File: src/rtl/alu_exec_stage.sv
// ALU operand-fetch / write-back stage: owns the 8x8 register file
// and flags; feeds the external combinational ALU and commits its result.
module alu_exec_stage #(
  parameter int NREGS = 8,
  parameter int RA_W  = 3
) (
  input  logic            clk,
  input  logic            rst,
  input  logic            issue_valid,
  output logic            issue_ready,
  input  logic [3:0]      issue_op,
  input  logic [RA_W-1:0] issue_rd,
  input  logic [RA_W-1:0] issue_ra,
  input  logic [RA_W-1:0] issue_rb,
  input  logic            issue_use_imm,
  input  logic [7:0]      issue_imm,
  output logic [7:0]      alu_a,
  output logic [7:0]      alu_b,
  output logic [3:0]      alu_op,
  input  logic [7:0]      alu_out,
  input  logic            alu_zero,
  input  logic            alu_negative,
  input  logic            alu_carry,
  input  logic            alu_overflow,
  input  logic            alu_parity,
  output logic [4:0]      flags,
  output logic            done,
  input  logic [RA_W-1:0] dbg_addr,
  output logic [7:0]      dbg_data
);

  typedef enum logic [1:0] {
    S_IDLE,
    S_READ,
    S_EXEC,
    S_WRITE
  } state_t;

  state_t          state_q, state_d;
  logic [3:0]      op_q, op_d;
  logic [RA_W-1:0] rd_q, rd_d;
  logic [RA_W-1:0] ra_q, ra_d;
  logic [RA_W-1:0] rb_q, rb_d;
  logic            use_imm_q, use_imm_d;
  logic [7:0]      imm_q, imm_d;
  logic [7:0]      alu_a_q, alu_a_d;
  logic [7:0]      alu_b_q, alu_b_d;
  logic [3:0]      alu_op_q, alu_op_d;
  logic [7:0]      res_q, res_d;
  logic [4:0]      pflags_q, pflags_d;
  logic [4:0]      flags_q, flags_d;
  logic [7:0]      regs_q [NREGS];
  logic [7:0]      regs_d [NREGS];

  logic [7:0] ra_val;
  logic [7:0] rb_val;

  assign ra_val = (ra_q == '0) ? 8'h00 : regs_q[ra_q];
  assign rb_val = (rb_q == '0) ? 8'h00 : regs_q[rb_q];

  always_comb begin
    state_d   = state_q;
    op_d      = op_q;
    rd_d      = rd_q;
    ra_d      = ra_q;
    rb_d      = rb_q;
    use_imm_d = use_imm_q;
    imm_d     = imm_q;
    alu_a_d   = alu_a_q;
    alu_b_d   = alu_b_q;
    alu_op_d  = alu_op_q;
    res_d     = res_q;
    pflags_d  = pflags_q;
    flags_d   = flags_q;
    regs_d    = regs_q;
    unique case (state_q)
      S_IDLE: begin
        if (issue_valid) begin
          op_d      = issue_op;
          rd_d      = issue_rd;
          ra_d      = issue_ra;
          rb_d      = issue_rb;
          use_imm_d = issue_use_imm;
          imm_d     = issue_imm;
          state_d   = S_READ;
        end
      end
      S_READ: begin
        alu_a_d  = ra_val;
        alu_b_d  = use_imm_q ? imm_q : rb_val;
        alu_op_d = op_q;
        state_d  = S_EXEC;
      end
      S_EXEC: begin
        res_d    = alu_out;
        pflags_d = {alu_zero, alu_negative,
                    alu_carry, alu_overflow,
                    alu_parity};
        state_d  = S_WRITE;
      end
      S_WRITE: begin
        // r0 stays zero; flags commit anyway
        if (rd_q != '0) regs_d[rd_q] = res_q;
        flags_d = pflags_q;
        state_d = S_IDLE;
      end
      default: state_d = S_IDLE;
    endcase
  end

  always_ff @(posedge clk) begin
    if (rst) begin
      state_q   <= S_IDLE;
      op_q      <= '0;
      rd_q      <= '0;
      ra_q      <= '0;
      rb_q      <= '0;
      use_imm_q <= 1'b0;
      imm_q     <= '0;
      alu_a_q   <= '0;
      alu_b_q   <= '0;
      alu_op_q  <= '0;
      res_q     <= '0;
      pflags_q  <= '0;
      flags_q   <= '0;
      regs_q    <= '{default: '0};
    end else begin
      state_q   <= state_d;
      op_q      <= op_d;
      rd_q      <= rd_d;
      ra_q      <= ra_d;
      rb_q      <= rb_d;
      use_imm_q <= use_imm_d;
      imm_q     <= imm_d;
      alu_a_q   <= alu_a_d;
      alu_b_q   <= alu_b_d;
      alu_op_q  <= alu_op_d;
      res_q     <= res_d;
      pflags_q  <= pflags_d;
      flags_q   <= flags_d;
      regs_q    <= regs_d;
    end
  end

  assign issue_ready = (state_q == S_IDLE);
  assign done        = (state_q == S_WRITE);
  assign alu_a       = alu_a_q;
  assign alu_b       = alu_b_q;
  assign alu_op      = alu_op_q;
  assign flags       = flags_q;
  assign dbg_data    = (dbg_addr == '0) ?
                       8'h00 : regs_q[dbg_addr];

endmodule

File: config.mk
export PLATFORM = sky130hd
export DESIGN_NAME = alu_exec_stage
export DESIGN_NICKNAME = d
export VERILOG_FILES = /design/src/rtl/alu_exec_stage.sv
export SDC_FILE = /design/constraint.sdc
export NUM_CORES = 1
export LEC_CHECK = 0
export CAP_MARGIN = 20
export CORE_MARGIN = 1.5
export CORE_UTILIZATION = 35
export DETAILED_ROUTE_END_ITERATION = 16
export PLACE_DENSITY_LB_ADDON = 0.12
export RECOVER_POWER = 50
export SLEW_MARGIN = 30
export SYNTH_ARGS = -nofsm -noshare
export SYNTH_HDL_FRONTEND = slang
export SYNTH_SLANG_ARGS = --single-unit
File: constraint.sdc
create_clock -name clk -period 1.95 [get_ports clk]
set_input_delay 0.195 -clock clk [delete_from_list [all_inputs] [get_ports clk]]
set_output_delay 0.195 -clock clk [all_outputs]
set_load 0.03 [all_outputs]
* Yosys cells after proc, flatten, opt, wreduce, memory -nomap -nowiden
Index checks and enable logic that the tools add are counted.
** Operators by class
- Divide/modulo/power cells :: 0
- Bitwise logic cells :: 4
- Mux-type cells :: 18
- Equality and inequality tests :: 4
- Order comparisons :: 5
- Multiply operators :: 0
- Shifts and indexed selects :: 0
- Add/sub/neg operators :: 0
- Reductions and logical operators :: 8
** Operators by type and width (count)
- 8-bit two-way mux :: 11
- 8-bit binary-select mux with 3-bit select :: 3
- 64-bit bitwise mux :: 1
- 8-bit demux with 3-bit select :: 1
- 4-bit greater-or-equal comparator, second input constant :: 4
- 3-bit NOT with 4-bit output :: 4
- 3-bit zero test :: 3
- 2-bit case mux with 4 select lines :: 1
- 2-bit == test, second input constant :: 2
- 4-bit by 1-bit less-than comparator with 1-bit output, second input constant :: 1
- 2-bit AND reduction :: 2
- 3-bit nonzero test :: 1
- 2-bit by 1-bit == test with 1-bit output, second input constant :: 1
- 2-bit zero test :: 1
- 2-bit two-way mux :: 1
- 2-bit inequality test, second input constant :: 1
- 1-bit logical AND :: 1
** Storage, ports and cells
- Memory bits (read-only) :: 0
- Input port bits :: 41
- Memory bits (writable) :: 0
- Memories :: 0
- Output and inout bits :: 35
- Latch bits :: 0
- Register bits :: 126
- Logic and storage cells :: 60

* Logic depth before layout (Yosys ltp)
- Word-level depth :: 6
- Gate-level depth with buffers :: 7
- Gate-level depth less buffers :: 6

* Worst setup path after synthesis
OpenSTA, ideal clock, no wires.
- Path kind :: input to output
- Start point :: input port dbg_addr[0]
- End point :: output port dbg_data[0]
- Buffers on the path :: 3
- Setup slack :: 0.029 ns
- Cell stages on the path :: 6
- Arrival :: 1.726 ns
- Required time :: 1.755 ns
- Path through :: buf_4 -> buf_4 -> or2_2 -> clkbuf_1 -> o21ai_0 -> a221oi_1
** On the way
- Longest elaborated chain between the ends :: 5
- Elaborated cells on any way between the ends :: 6
- Those cells by class :: mux: 4; bitwise: 1; reduce/logical: 1
** RTL lines
- from (decl) :: line 28 : input logic [RA_W-1:0] dbg_addr,
- 3-bit NOT with 4-bit output (implied by the code) :: line 152 : 8'h00 : regs_q[dbg_addr];
- 8-bit binary-select mux with 3-bit select :: line 152
- 8-bit two-way mux (implied by the code) (2 in a row) :: line 152
- 8-bit two-way mux (*) :: line 151 : assign dbg_data = (dbg_addr == '0) ?
- to (decl) :: line 29 : output logic [7:0] dbg_data
Mark *: on every way between the ends. The rest lies on a longest branch, timed or not. The select of a mux whose other input is x is not followed.

* Worst setup path in the final report
- Start point :: register regs_q[43] (netlist name)
- End point :: output port dbg_data[3]
** On the way
- Longest elaborated chain between the ends :: 4
** RTL lines
- from (decl) :: line 52 : logic [7:0] regs_q [NREGS];
- from (signal assigned) :: line 141 : regs_q <= regs_d;
- 8-bit binary-select mux with 3-bit select :: line 152
- 8-bit two-way mux (implied by the code) (2 in a row) :: line 152
- 8-bit two-way mux :: line 151
No other way between the ends. The select of a mux whose other input is x is not followed.

==> results.txt <==
----------------------------------------------------
[Cells and area]
  Multi-input gate area ... 3320 µm²
  Diode count ... 0
  Non-filler instance count after layout ... 1,015
  Top library cells by usage in the layout, fill and taps aside ... sky130_fd_sc_hd__nand2_1 (182), sky130_fd_sc_hd__dfxtp_1 (108), sky130_fd_sc_hd__a21oi_1 (79)
  Share of layout cells above drive strength 1 ... 0.166
  Most common library cell in the layout ignoring fill and taps ... sky130_fd_sc_hd__nand2_1
  Number of nets in the finished design ... 824
  Sequential cell area ... 2540 µm²
  Count of filler cells inserted in the layout ... 1,625
  Syn-to-layout area delta ... 29.1%

[Yosys]
  Combined area of all synthesized cells ... 6140 µm²
  Largest area contributor in the synthesized netlist ... sky130_fd_sc_hd__dfxtp_1
  Gate count of the mapped netlist ... 699
  Sequential area share after synthesis ... 0.411
  Most used flip-flop cell after synthesis ... sky130_fd_sc_hd__dfxtp_1
  Avg Synthesized Cell Area ... 8.79 µm²
  Yosys Warn Count ... 0
  Synth unique cells ... 42
  #FFs+latches synth ... 126
  Number of enable-type register cells in the synthesized netlist ... 0
  Nets in the synthesized netlist ... 745
  Share of async-settable or async-resettable flops after synthesis ... 0
  Top cells by area, synth ... sky130_fd_sc_hd__dfxtp_1 (41%), sky130_fd_sc_hd__nand2_1 (11%), sky130_fd_sc_hd__mux2i_1 (10%)
  Post-synth top area share ... 0.411

[Die]
  Number of standard-cell rows in the floorplan ... 48
  Total core area ... 17,200 µm²
  Overall die area ... 18,400 µm²
  Die outline height ... 135 µm
  Initial standard-cell utilization of the core ... 0.356
  Count of boundary I/O pins ... 76
  Floorplan die width ... 135 µm

[STA]
  Least-Margin Pin Slew ... 0.540 ns
  Clock skew after layout ... 0.0105 ns
  Max-Slew Margin vs Limit ... 0.639
  Total count of max-transition violations in the final report ... 0
  Hold Violations, Final ... 0
  Final setup vio count ... 0
  Portion of the clock cycle consumed by the worst path in the final layout ... 0.957
  Upper clock frequency limit ... 536 MHz
  Post-layout worst setup margin ... 0.0830 ns
  Period minus WS final ... 1.87 ns
  Smallest hold slack ... 0.155 ns

[Critical path]
  Worst-path fanout max ... 4
  Worst reg-to-reg setup slack ... 0.19 ns
  Worst path arrival time ... 1.67 ns
  CP endpoint kind ... output port
  Data required time at the worst endpoint ... 1.75 ns
  WS Path Type ... register to output port
  Worst setup SP type ... register

[Routing]
  Post-detailed-route DRC marker count ... 0
  Aggregate routed wire length ... 19,700 µm
  Vias after detailed routing ... 5,382
  DRT iter0 DRCs ... 299
  Avg WL per Cell ... 19.5 µm
  Antenna violation net count after detailed routing ... 0
  Per-cell via count in the routed design ... 5.30
  Detailed-routing iteration count for the pre-antenna-repair pass ... 5

[Placement]
  HPWL after detailed placement ... 14,700 µm
  Total instance count after detailed placement ... 980
  Worst slack at placement ... -0.178 ns
  GP Congestion ... 1.03
  I/O Buffers ... 75

[Pwr]
  Sequential power share ... 0.383
  Worst IR Drop VDD ... 0.622 mV
  Total power divided by cell area ... 1000 nW/µm²
  Switching portion of total power ... 0.309
  Sw Pwr ... 2.45 mW
  Cell internal pwr ... 5.49 mW
  Combinational group share of total power ... 0.230
  Leak Pwr ... 2.71 nW
  Clock network fraction of total power ... 0.387

[Global route]
  Initial antenna violation count ... 0
  Via count of the first global-routing pass ... 5,341
  Total overflow reported by the global router ... 0
  Overall Global Routing Usage ... 0.227
  Global-route wire length before repair ... 30,600 µm
  Maximum number of pins on one net before global-route repair ... 89

[Clock tree]
  Bufs on Longest Clock Path ... 2
  Clock sink count ... 126
  Cts hold-fix bufs ... 0
  Source-to-sink clock delay at the later pin of the worst-skew pair ... 0.42 ns
  H-Tree Level Count ... 4
  CTS clock-pin slew for the worst setup and hold paths ... 0.06 ns
  Number of clock buffers inserted by TritonCTS ... 17
  CTS tree ... yes
  Cell at the root of the clock tree ... sky130_fd_sc_hd__clkbuf_16

[Flow run]
  Max-cap viol count ... 0

[Run status]
  Outcome ... finished, final reports clean

[Min path]
  Type of the tightest min-delay check ... primary input to register

----------------------------------------------------
-- state kept, by name (all words and copies together), names as in the netlist --
| signal | count |
|---|---|
| ra_q | 3 |
| alu_a | 8 |
| alu_op | 4 |
| res_q | 8 |
| rb_q | 3 |
| alu_b | 8 |
| imm_q | 8 |
| state_q | 2 |
| rd_q | 3 |
| flags | 5 |
| regs_q | 64 |
| pflags_q | 5 |
| use_imm_q | 1 |
| op_q | 4 |
-- metrics by stage --
stage          TNS, ns  power, mW  utilization  instance area (µm²)
6_report             0       7.94        0.460                 7930
4_1_cts        -0.0151       8.09        0.460                 7930
3_3_place_gp    -0.840       4.93        0.420                 7240
3_5_place_dp     -1.26       4.97        0.420                 7240
5_1_grt        -0.0142       8.35        0.460                 7930
2_1_floorplan        0       4.37            -                 6140
-- timing repair --
| item | 4_1_cts | 5_1_grt |
|---|---|---|
| cloned | 1 | 1 |
| endpoints found under the setup margin | 10 | 8 |
| buffers inserted | 2 | 0 |
| gates resized for setup | 15 | 18 |
| pin swaps | 0 | 3 |
-- final timing paths --
path,startpoint,to,cells after the start
worst max-delay path,regs_q[43]$_SDFFE_PP0P_,dbg_data[3],4
worst min-delay path,rst,alu_a[7]$_SDFFE_PP0N_,3
worst max register to register,state_q[1]$_SDFFE_PP0P_,regs_q[9]$_SDFFE_PP0P_,7
worst min register to register,imm_q[7]$_SDFFE_PP0P_,imm_q[7]$_SDFFE_PP0P_,2
-- Yosys cell counts, types with 2 or more instances --
cell type / count
sky130_fd_sc_hd__nand2_1: 182
sky130_fd_sc_hd__dfxtp_1: 126
sky130_fd_sc_hd__a21oi_1: 80
sky130_fd_sc_hd__mux2i_1: 63
sky130_fd_sc_hd__nor2_1: 49
sky130_fd_sc_hd__nor2b_1: 30
sky130_fd_sc_hd__clkbuf_1: 29
sky130_fd_sc_hd__mux4_2: 20
sky130_fd_sc_hd__o21ai_0: 18
sky130_fd_sc_hd__a221oi_1: 12
sky130_fd_sc_hd__nand2b_1: 9
sky130_fd_sc_hd__a211oi_2: 7
sky130_fd_sc_hd__buf_4: 6
sky130_fd_sc_hd__buf_2: 5
sky130_fd_sc_hd__ha_1: 5
sky130_fd_sc_hd__mux2_2: 5
sky130_fd_sc_hd__o32ai_1: 5
sky130_fd_sc_hd__a31oi_1: 4
sky130_fd_sc_hd__buf_1: 4
sky130_fd_sc_hd__buf_6: 4
sky130_fd_sc_hd__clkbuf_8: 4
sky130_fd_sc_hd__inv_1: 4
sky130_fd_sc_hd__o221ai_1: 4
sky130_fd_sc_hd__a22oi_1: 3
sky130_fd_sc_hd__nand3_1: 3
sky130_fd_sc_hd__buf_12: 2
-- power by group through the flow --
stage,Sequential [mW],Combinational (mW),Clock (mW)
after global placement,3.09,1.84,0
after CTS,3.04,1.90,3.15
final,3.04,1.83,3.08
after global routing,3.07,1.99,3.29
after detailed placement,3.10,1.87,0
after floorplan,3.09,1.28,0
-- cell families after synthesis --
| logic type | Yosys count | share of synthesized area |
|---|---|---|
| fa+ha+maj | 5 | 0.0102 |
| mux | 90 | 0.191 |
| buf+inv | 59 | 0.0574 |
| flops | 126 | 0.411 |
| simple gates | 280 | 0.191 |
| compound gates | 139 | 0.140 |
-- routing by layer --
| layer | part of all wire | global-route usage |
|---|---|---|
| met1 | 0.46 | 0.295 |
| met2 | 0.46 | 0.353 |
| met3 | 0.053 | 0.0640 |
| met4 | 0.030 | 0.0962 |
| met5 | 0 | 0 |
-- critical path, cell delays in order (launching register included) --
cell                       delay (ns)
sky130_fd_sc_hd__dfxtp_1         0.39
sky130_fd_sc_hd__mux4_2          0.49
sky130_fd_sc_hd__nor2_1          0.14
sky130_fd_sc_hd__a221oi_2        0.07
sky130_fd_sc_hd__buf_12          0.16
-- area by class of cell --
type                            instances  share of cell area
Multi-Input combinational cell        514               0.418
Sequential cell                       126               0.321
Timing Repair Buffer                  114               0.150
Clock buffer                           18              0.0554
Tap cell                              225              0.0355
Clock inverter                         13              0.0178
Inverter                                5             0.00237
No activity file was read; power rests on OpenSTA's default activity.
